`config.mk`:
```
export PLATFORM = sky130hd
export DESIGN_NAME = inst_queue
export DESIGN_NICKNAME = d
export VERILOG_FILES = /design/src/rtl/inst_queue.sv
export SDC_FILE = /design/constraint.sdc
export NUM_CORES = 1
export LEC_CHECK = 0
export ABC_AREA = 0
export ABC_CLOCK_PERIOD_IN_PS = 60700
export CORE_MARGIN = 8
export CORE_UTILIZATION = 50
export CTS_CLUSTER_SIZE = 16
export DETAILED_ROUTE_END_ITERATION = 10
export PLACE_DENSITY = 0.8
export REMOVE_ABC_BUFFERS = 1
export SYNTH_ARGS = -nofsm -noshare
export SYNTH_HDL_FRONTEND = slang
export SYNTH_SLANG_ARGS = --single-unit
```
`constraint.sdc`:
```
create_clock -name Clk -period 60.7 [get_ports Clk]
set_clock_uncertainty 0.1 [all_clocks]
set_input_delay 12.14 -clock Clk [delete_from_list [all_inputs] [get_ports Clk]]
set_output_delay 12.14 -clock Clk [all_outputs]
set_load 0.005 [all_outputs]
```
`src/rtl/inst_queue.sv`:
```
// Fetch-packet queue between fetch and decode: circular buffer of whole packets
// (PC, four instruction slots, slot mask) with registered head presentation.
module inst_queue #(
    parameter int DEPTH = 8  // power of two, >= 2
) (
    input  logic                       Clk,
    input  logic                       Rest,
    input  logic                       InFetchValid,
    input  logic [31:0]                InFetchPc,
    input  logic [31:0]                InFetchInst1,
    input  logic [31:0]                InFetchInst2,
    input  logic [31:0]                InFetchInst3,
    input  logic [31:0]                InFetchInst4,
    input  logic [3:0]                 InFetchMask,
    output logic                       OutFetchReady,
    input  logic                       InFlush,
    output logic                       OutDecodeValid,
    output logic [31:0]                OutDecodePc,
    output logic [31:0]                OutDecodeInst1,
    output logic [31:0]                OutDecodeInst2,
    output logic [31:0]                OutDecodeInst3,
    output logic [31:0]                OutDecodeInst4,
    output logic [3:0]                 OutDecodeMask,
    input  logic                       InDecodeReady,
    output logic [$clog2(DEPTH):0]     OutQueueCount
);

    localparam int AW = $clog2(DEPTH);
    localparam logic [AW:0] FULL = (AW+1)'(DEPTH);

    logic [31:0] pc_mem    [DEPTH];
    logic [31:0] inst1_mem [DEPTH];
    logic [31:0] inst2_mem [DEPTH];
    logic [31:0] inst3_mem [DEPTH];
    logic [31:0] inst4_mem [DEPTH];
    logic [3:0]  mask_mem  [DEPTH];

    logic [AW-1:0] rd_ptr;
    logic [AW-1:0] wr_ptr;
    logic [AW:0]   count;
    logic          push;
    logic          pop;

    assign OutFetchReady  = count < FULL;
    assign OutDecodeValid = count != '0;
    assign OutQueueCount  = count;

    // Flush wins over everything; empty-mask packets are dropped without a write.
    assign push = InFetchValid & OutFetchReady & (InFetchMask != 4'b0000) & ~InFlush;
    assign pop  = OutDecodeValid & InDecodeReady & ~InFlush;

    always_ff @(posedge Clk or posedge Rest) begin
        if (Rest) begin
            rd_ptr <= '0;
            wr_ptr <= '0;
            count  <= '0;
        end else if (InFlush) begin
            rd_ptr <= '0;
            wr_ptr <= '0;
            count  <= '0;
        end else begin
            if (push) wr_ptr <= wr_ptr + 1'b1;
            if (pop)  rd_ptr <= rd_ptr + 1'b1;
            case ({push, pop})
                2'b10:   count <= count + 1'b1;
                2'b01:   count <= count - 1'b1;
                default: count <= count;
            endcase
        end
    end

    // Storage is not reset; occupancy alone decides what is visible.
    always_ff @(posedge Clk) begin
        if (push) begin
            pc_mem[wr_ptr]    <= InFetchPc;
            inst1_mem[wr_ptr] <= InFetchInst1;
            inst2_mem[wr_ptr] <= InFetchInst2;
            inst3_mem[wr_ptr] <= InFetchInst3;
            inst4_mem[wr_ptr] <= InFetchInst4;
            mask_mem[wr_ptr]  <= InFetchMask;
        end
    end

    always_comb begin
        OutDecodePc    = '0;
        OutDecodeInst1 = '0;
        OutDecodeInst2 = '0;
        OutDecodeInst3 = '0;
        OutDecodeInst4 = '0;
        OutDecodeMask  = '0;
        if (OutDecodeValid) begin
            OutDecodePc    = pc_mem[rd_ptr];
            OutDecodeInst1 = inst1_mem[rd_ptr];
            OutDecodeInst2 = inst2_mem[rd_ptr];
            OutDecodeInst3 = inst3_mem[rd_ptr];
            OutDecodeInst4 = inst4_mem[rd_ptr];
            OutDecodeMask  = mask_mem[rd_ptr];
        end
    end

endmodule

```
; Yosys cells after proc, flatten, opt, wreduce, memory -nomap -nowiden
; Memory sizes are Yosys's and may differ from the RTL's.
; Cells that the tools add are included.
[classes]
add_sub_neg = 4
n_lt_le_gt_ge = 1
eq_ne = 2
bitwise = 6
reduce_logical = 5
n_mux = 14
[op_table]
columns = operator, count
row1 = 32-bit two-way mux, 5
row2 = 3-bit two-way mux, 4
row3 = 4-bit two-way mux, 2
row4 = 4-bit one-hot mux with 2 select lines, 1
row5 = 4-bit nonzero test, 2
row6 = 3-bit by 1-bit adder with 3-bit output (second input constant), 2
row7 = 1-bit AND, 5
row8 = 4-bit by 1-bit adder with 4-bit output (second input constant), 1
row9 = 4-bit < comparator (second input constant), 1
row10 = 2-bit nonzero test, 2
row11 = 4-bit by 1-bit subtractor with 4-bit output (second input constant), 1
row12 = 3-bit nonzero test, 1
row13 = 2-bit by 1-bit == test with 1-bit output (second input constant), 1
row14 = 2-bit == test (second input constant), 1
row15 = 1-bit two-way mux, 2
row16 = 1-bit inverter, 1
[word_totals]
memories = 6
regBits = 10
out_inout_bits = 170
inputBits = 169
wordCells = 41
mem_bits_rw = 1312
[memory_table]
columns = name, depth, width, rd, rd_clocked_by_memory_dff, write_ports, line_no
row1 = inst1_mem, 8, 32, 1, 0, 1, 32  ; logic [31:0] inst1_mem [DEPTH];
row2 = inst2_mem, 8, 32, 1, 0, 1, 33  ; logic [31:0] inst2_mem [DEPTH];
row3 = inst3_mem, 8, 32, 1, 0, 1, 34  ; logic [31:0] inst3_mem [DEPTH];
row4 = inst4_mem, 8, 32, 1, 0, 1, 35  ; logic [31:0] inst4_mem [DEPTH];
row5 = pc_mem, 8, 32, 1, 0, 1, 31  ; logic [31:0] pc_mem [DEPTH];
row6 = mask_mem, 8, 4, 1, 0, 1, 36  ; logic [3:0] mask_mem [DEPTH];

; Logic depth before layout (Yosys ltp)
[depth]
depth_word = 7
mapped_depth = 8
ltp_nobuf = 8

; Worst setup path before layout
; No wires, ideal clock.
[synth_timing]
kind = input-to-reg
startpoint = input InFetchValid
endpoint = memory inst1_mem[0][0] (enable)
t_arrival_ns = 29.440
path_buffers = 0
required_ns = 59.454
stages = 3
setup_ns = 1.146
path_slack_ns = 30.014
path_cell_list = nor2b_1 nand2_1 nor4b_1
[synth_via]
elab_chain_len = 5
[synth_rtl]
columns = item, line_no
row1 = "start, declared", 8  ; input logic InFetchValid,
row2 = 1-bit AND (3 in a row), 49  ; assign push = InFetchValid & OutFetchReady & (InFetchMask != 4'b0000) & ~InFlush;
row3 = 1-bit two-way mux, 74  ; if (push) begin
row4 = 1-bit two-way mux (not written as such), 76  ; inst1_mem[wr_ptr] <= InFetchInst1;
row5 = "end, declared", 32
; Every way passes these cells.

; Final worst setup path
[layout_timing]
startpoint = register rd_ptr[0]
endpoint = output OutDecodePc[4]
[layout_via]
elab_chain_len = 2
[layout_rtl]
columns = item, line_no
row1 = "start, declared", 38  ; logic [AW-1:0] rd_ptr;
row2 = "start signal, assigned", 63  ; if (pop) rd_ptr <= rd_ptr + 1'b1;
row3 = memory read 8 x 32 bit, -
row4 = 32-bit two-way mux, 91  ; if (OutDecodeValid) begin
row5 = "end, declared", 18  ; output logic [31:0] OutDecodePc,
; Every way passes these cells.

==> results.sh <==
export IMPL_path_cells="buf_4 -> buf_4 -> buf_4 -> mux4_2 -> mux2i_1 -> nor2_1 -> clkdlybuf4s50_1"
export IMPL_crit_family="buffers and inverters"
export IMPL_yosysMostFrequentCell="edfxtp_1"
export IMPL_rr_worst_depth=5
export IMPL_cts_resized=0
export IMPL_maxSlewHeadroom_pct=19.4
export IMPL_cts_max_path_buffers=3
export IMPL_die_w_um=333
export IMPL_r2r_end="inst4_mem[0][24]"
export IMPL_finalCritPeriodShare_pct=29.9
export IMPL_pin_count=339
export IMPL_grt_pass1_wl_um=160000
export IMPL_ys_ff_latch=1322
export IMPL_initial_core_util_pct=50.3
export IMPL_tightest_slew_ns=1.21
export IMPL_grt_overflow_total=0
export IMPL_intPower_mw=1.72
export IMPL_avgSynthCellArea_um2=23.2
export IMPL_grt_max_degree=116
export IMPL_postRouteAntennaNets=0
export IMPL_rows=116
export IMPL_p_leak_nw=18.0
export IMPL_tritoncts="built"
export IMPL_synth_area_top_cells="edfxtp_1 78%, mux4_2 15%, mux2i_1 3.3%"
export IMPL_cts_hold_buf=0
export IMPL_gp_routability_congestion=0.713
export IMPL_startpoint="rd_ptr[0]"
export IMPL_critPathMostFrequentCell="buf_4"
export IMPL_finalNetCount=2733
export IMPL_synth_warnings=0
export IMPL_synth_top_cell_area_share_pct=78.4
export IMPL_final_max_slew_viol_count=0
export IMPL_cp_end_kind="primary output"
export IMPL_netSwitchingFraction_pct=24.7
export IMPL_vdd_drop_max_v=0.0000272
export IMPL_io_buffers=338
export IMPL_synthArstFlopShare_pct=0.756
export IMPL_startpoint_type="register"
export IMPL_grt_pass1_vias=25200
export IMPL_clock_fmax_ghz=0.0552
export IMPL_first_pass_iters=7
export IMPL_rrSetupSlack_ns=56.92
export IMPL_worst_path_max_fanout=52
export IMPL_finalCriticalPeriod_ns=18.13
export IMPL_r2r_start="OutQueueCount[3]"
export IMPL_clock_latency_ns=0.74
export IMPL_die_h_um=333
export IMPL_hold_viol_final=0
export IMPL_dpl_hpwl_um=56300
export IMPL_power_frac_comb_pct=19.6
export IMPL_cts_made_buffers=134
export IMPL_core_um2=99900
export IMPL_critPathSlowestCell="dfrtp_4"
export IMPL_yosys_top_cells_count="1312 x edfxtp_1, 328 x mux4_2, 175 x nor2_1"
export IMPL_outcome="finished, final reports clean"
export IMPL_drcViolationCount=0
export IMPL_cts_setup_buffers=0
export IMPL_htreeDepth=4
export IMPL_drt_vias_per_instance=5.90
export IMPL_post_place_ws_ns=43.10
export IMPL_clockPowerShare_pct=35.0
export IMPL_wl_per_cell_um=27.2
export IMPL_antenna_found_initial=25
export IMPL_cp_num_cells=7
export IMPL_routed_wl_um=108000
export IMPL_p_seq_share_pct=45.4
export IMPL_synth_edff_count=1312
export IMPL_timing_max_cap_violations=0
export IMPL_die_area_um2=111000
export IMPL_endpoint="OutDecodePc[4]"
export IMPL_cts_root_buffer="clkbuf_16"
export IMPL_cpPeakStageDelay_ns=0.96
export IMPL_drive_gt1_share_pct=21.2
export IMPL_area_growth_pct=18.5
export IMPL_track_usage_pct=19.3
export IMPL_yosysTopAreaCell="edfxtp_1"
export IMPL_fin_tns_setup_ns=0
export IMPL_cts_clk_slew_worst_paths_ns=0.06
export IMPL_critical_path_arrival_ns=5.89
export IMPL_synthCells=2167
export IMPL_p_switching_mw=0.567
export IMPL_drt_iter0_drc=2421
export IMPL_crit_required_ns=48.46
export IMPL_synth_ff_type="edfxtp_1"
export IMPL_syn_area_um2=50300
export IMPL_cts_sinks=1322
export IMPL_worst_slack_ns=42.57
export IMPL_vias=23500
export IMPL_rsz0062_at_grt="no"
export IMPL_ys_seq_area_share_pct=78.9
export IMPL_hold_path_class="reg -> reg"
export IMPL_setup_viol=0
export IMPL_crit_buf_inv=4
export IMPL_critical_path_class="reg -> out"
export IMPL_p_per_area_nw_per_um2=38.5
export IMPL_synth_cell_type_count=40
-- layer usage --
layer | global-route usage (%) | routed length, µm | share of wire, % | vias to the layer above
met2 | 32.0 | 54900 | 51 | 912
met5 | 0 | 144 | 0.13 | -
met1 | 25.0 | 42600 | 39 | 12500
met3 | 5.31 | 8580 | 7.9 | 165
met4 | 5.90 | 2150 | 2.0 | 22
li1 | - | - | - | 9919
-- cells in the final DEF, fill, tap and decap left out, drive strengths merged, types with 3 or more instances in the layout --
cell           netlist  routed
edfxtp            1312    1312
clkdlybuf4s50        0     338
mux4               328     328
nor2               175     175
mux2i              164     164
clkbuf              58     163
clkinv               0      55
buf                 57      34
diode                0      15
inv                  4      12
bufinv               0      10
dfrtp               10      10
nand3                6       6
nand2                5       5
a21oi                5       5
nor4                 5       5
nor3                 5       5
xor2                 4       4
ha                   4       4
clkinvlp             0       4
nand2b               3       3
o21ai                3       3
-- power groups by stage --
| stage | clock, mW | combinational (mW) | sequential, mW |
|---|---|---|---|
| final | 0.802 | 0.449 | 1.04 |
| after global routing | 0.851 | 0.481 | 1.04 |
| after CTS | 0.819 | 0.460 | 1.04 |
| after detailed placement | 0 | 0.456 | 1.06 |
| after global placement | 0 | 0.448 | 1.06 |
| after floorplan | 0 | 0.347 | 1.10 |
-- cell type report --
cell class / instances / area [µm²]
fillers: 6748 / 40300
flip-flops and latches: 1322 / 39700
multi-input cells: 726 / 10200
repair buffers: 372 / 3730
clock buffers: 163 / 3530
well taps: 1298 / 1620
clock inverters: 77 / 785
diodes: 15 / 37.5
inverters: 4 / 15.0
-- flip-flops by register name, indices dropped and copies added, names as in the netlist --
signal,flops
inst3_mem,256
OutQueueCount,4
pc_mem,256
inst2_mem,256
inst4_mem,256
inst1_mem,256
rd_ptr,3
wr_ptr,3
mask_mem,32
-- logic make-up (layout without fill, tap and decap cells) --
family	after synthesis	in the layout	synth area share, %
compound gates	18	18	0.319
xor+xnor	5	5	0.0871
fa+ha+maj	4	4	0.0996
buf+inv	119	616	0.986
flops	1322	1322	78.9
mux	492	492	18.0
other cells	0	15	0
simple gates	207	207	1.68
-- worst min path at each step --
| stage | from | end | cells after the start |
|---|---|---|---|
| after floorplan | wr_ptr[1] | wr_ptr[1] | 2 |
| after global placement | wr_ptr[1] | wr_ptr[1] | 2 |
| after detailed placement | wr_ptr[1] | wr_ptr[1] | 2 |
| after CTS | wr_ptr[1] | wr_ptr[1] | 2 |
| after global routing | wr_ptr[1] | wr_ptr[1] | 2 |
| final | wr_ptr[1] | wr_ptr[1] | 2 |
-- through the flow --
step	instances	hold slack, ns	utilization (%)	power [mW]	instance area (µm²)
CTS	3962	0.546	59.6	2.32	59500
global route	3968	0.569	59.6	2.37	59500
detailed placement	3722	0.538	55.3	1.52	55200
global placement	3722	0.508	55.3	1.51	55200
finish	3977	0.550	59.6	2.29	59600
floorplan	2052	0.469	-	1.45	49800
-- worst reg2reg max path: stages, from the launching register on --
cell	delay, ns
dfrtp_1	0.50
nor2b_1	0.51
nand2_1	0.30
nor4b_2	0.40
buf_4	0.64
buf_4	0.92
(Power assumes the default switching activity.)
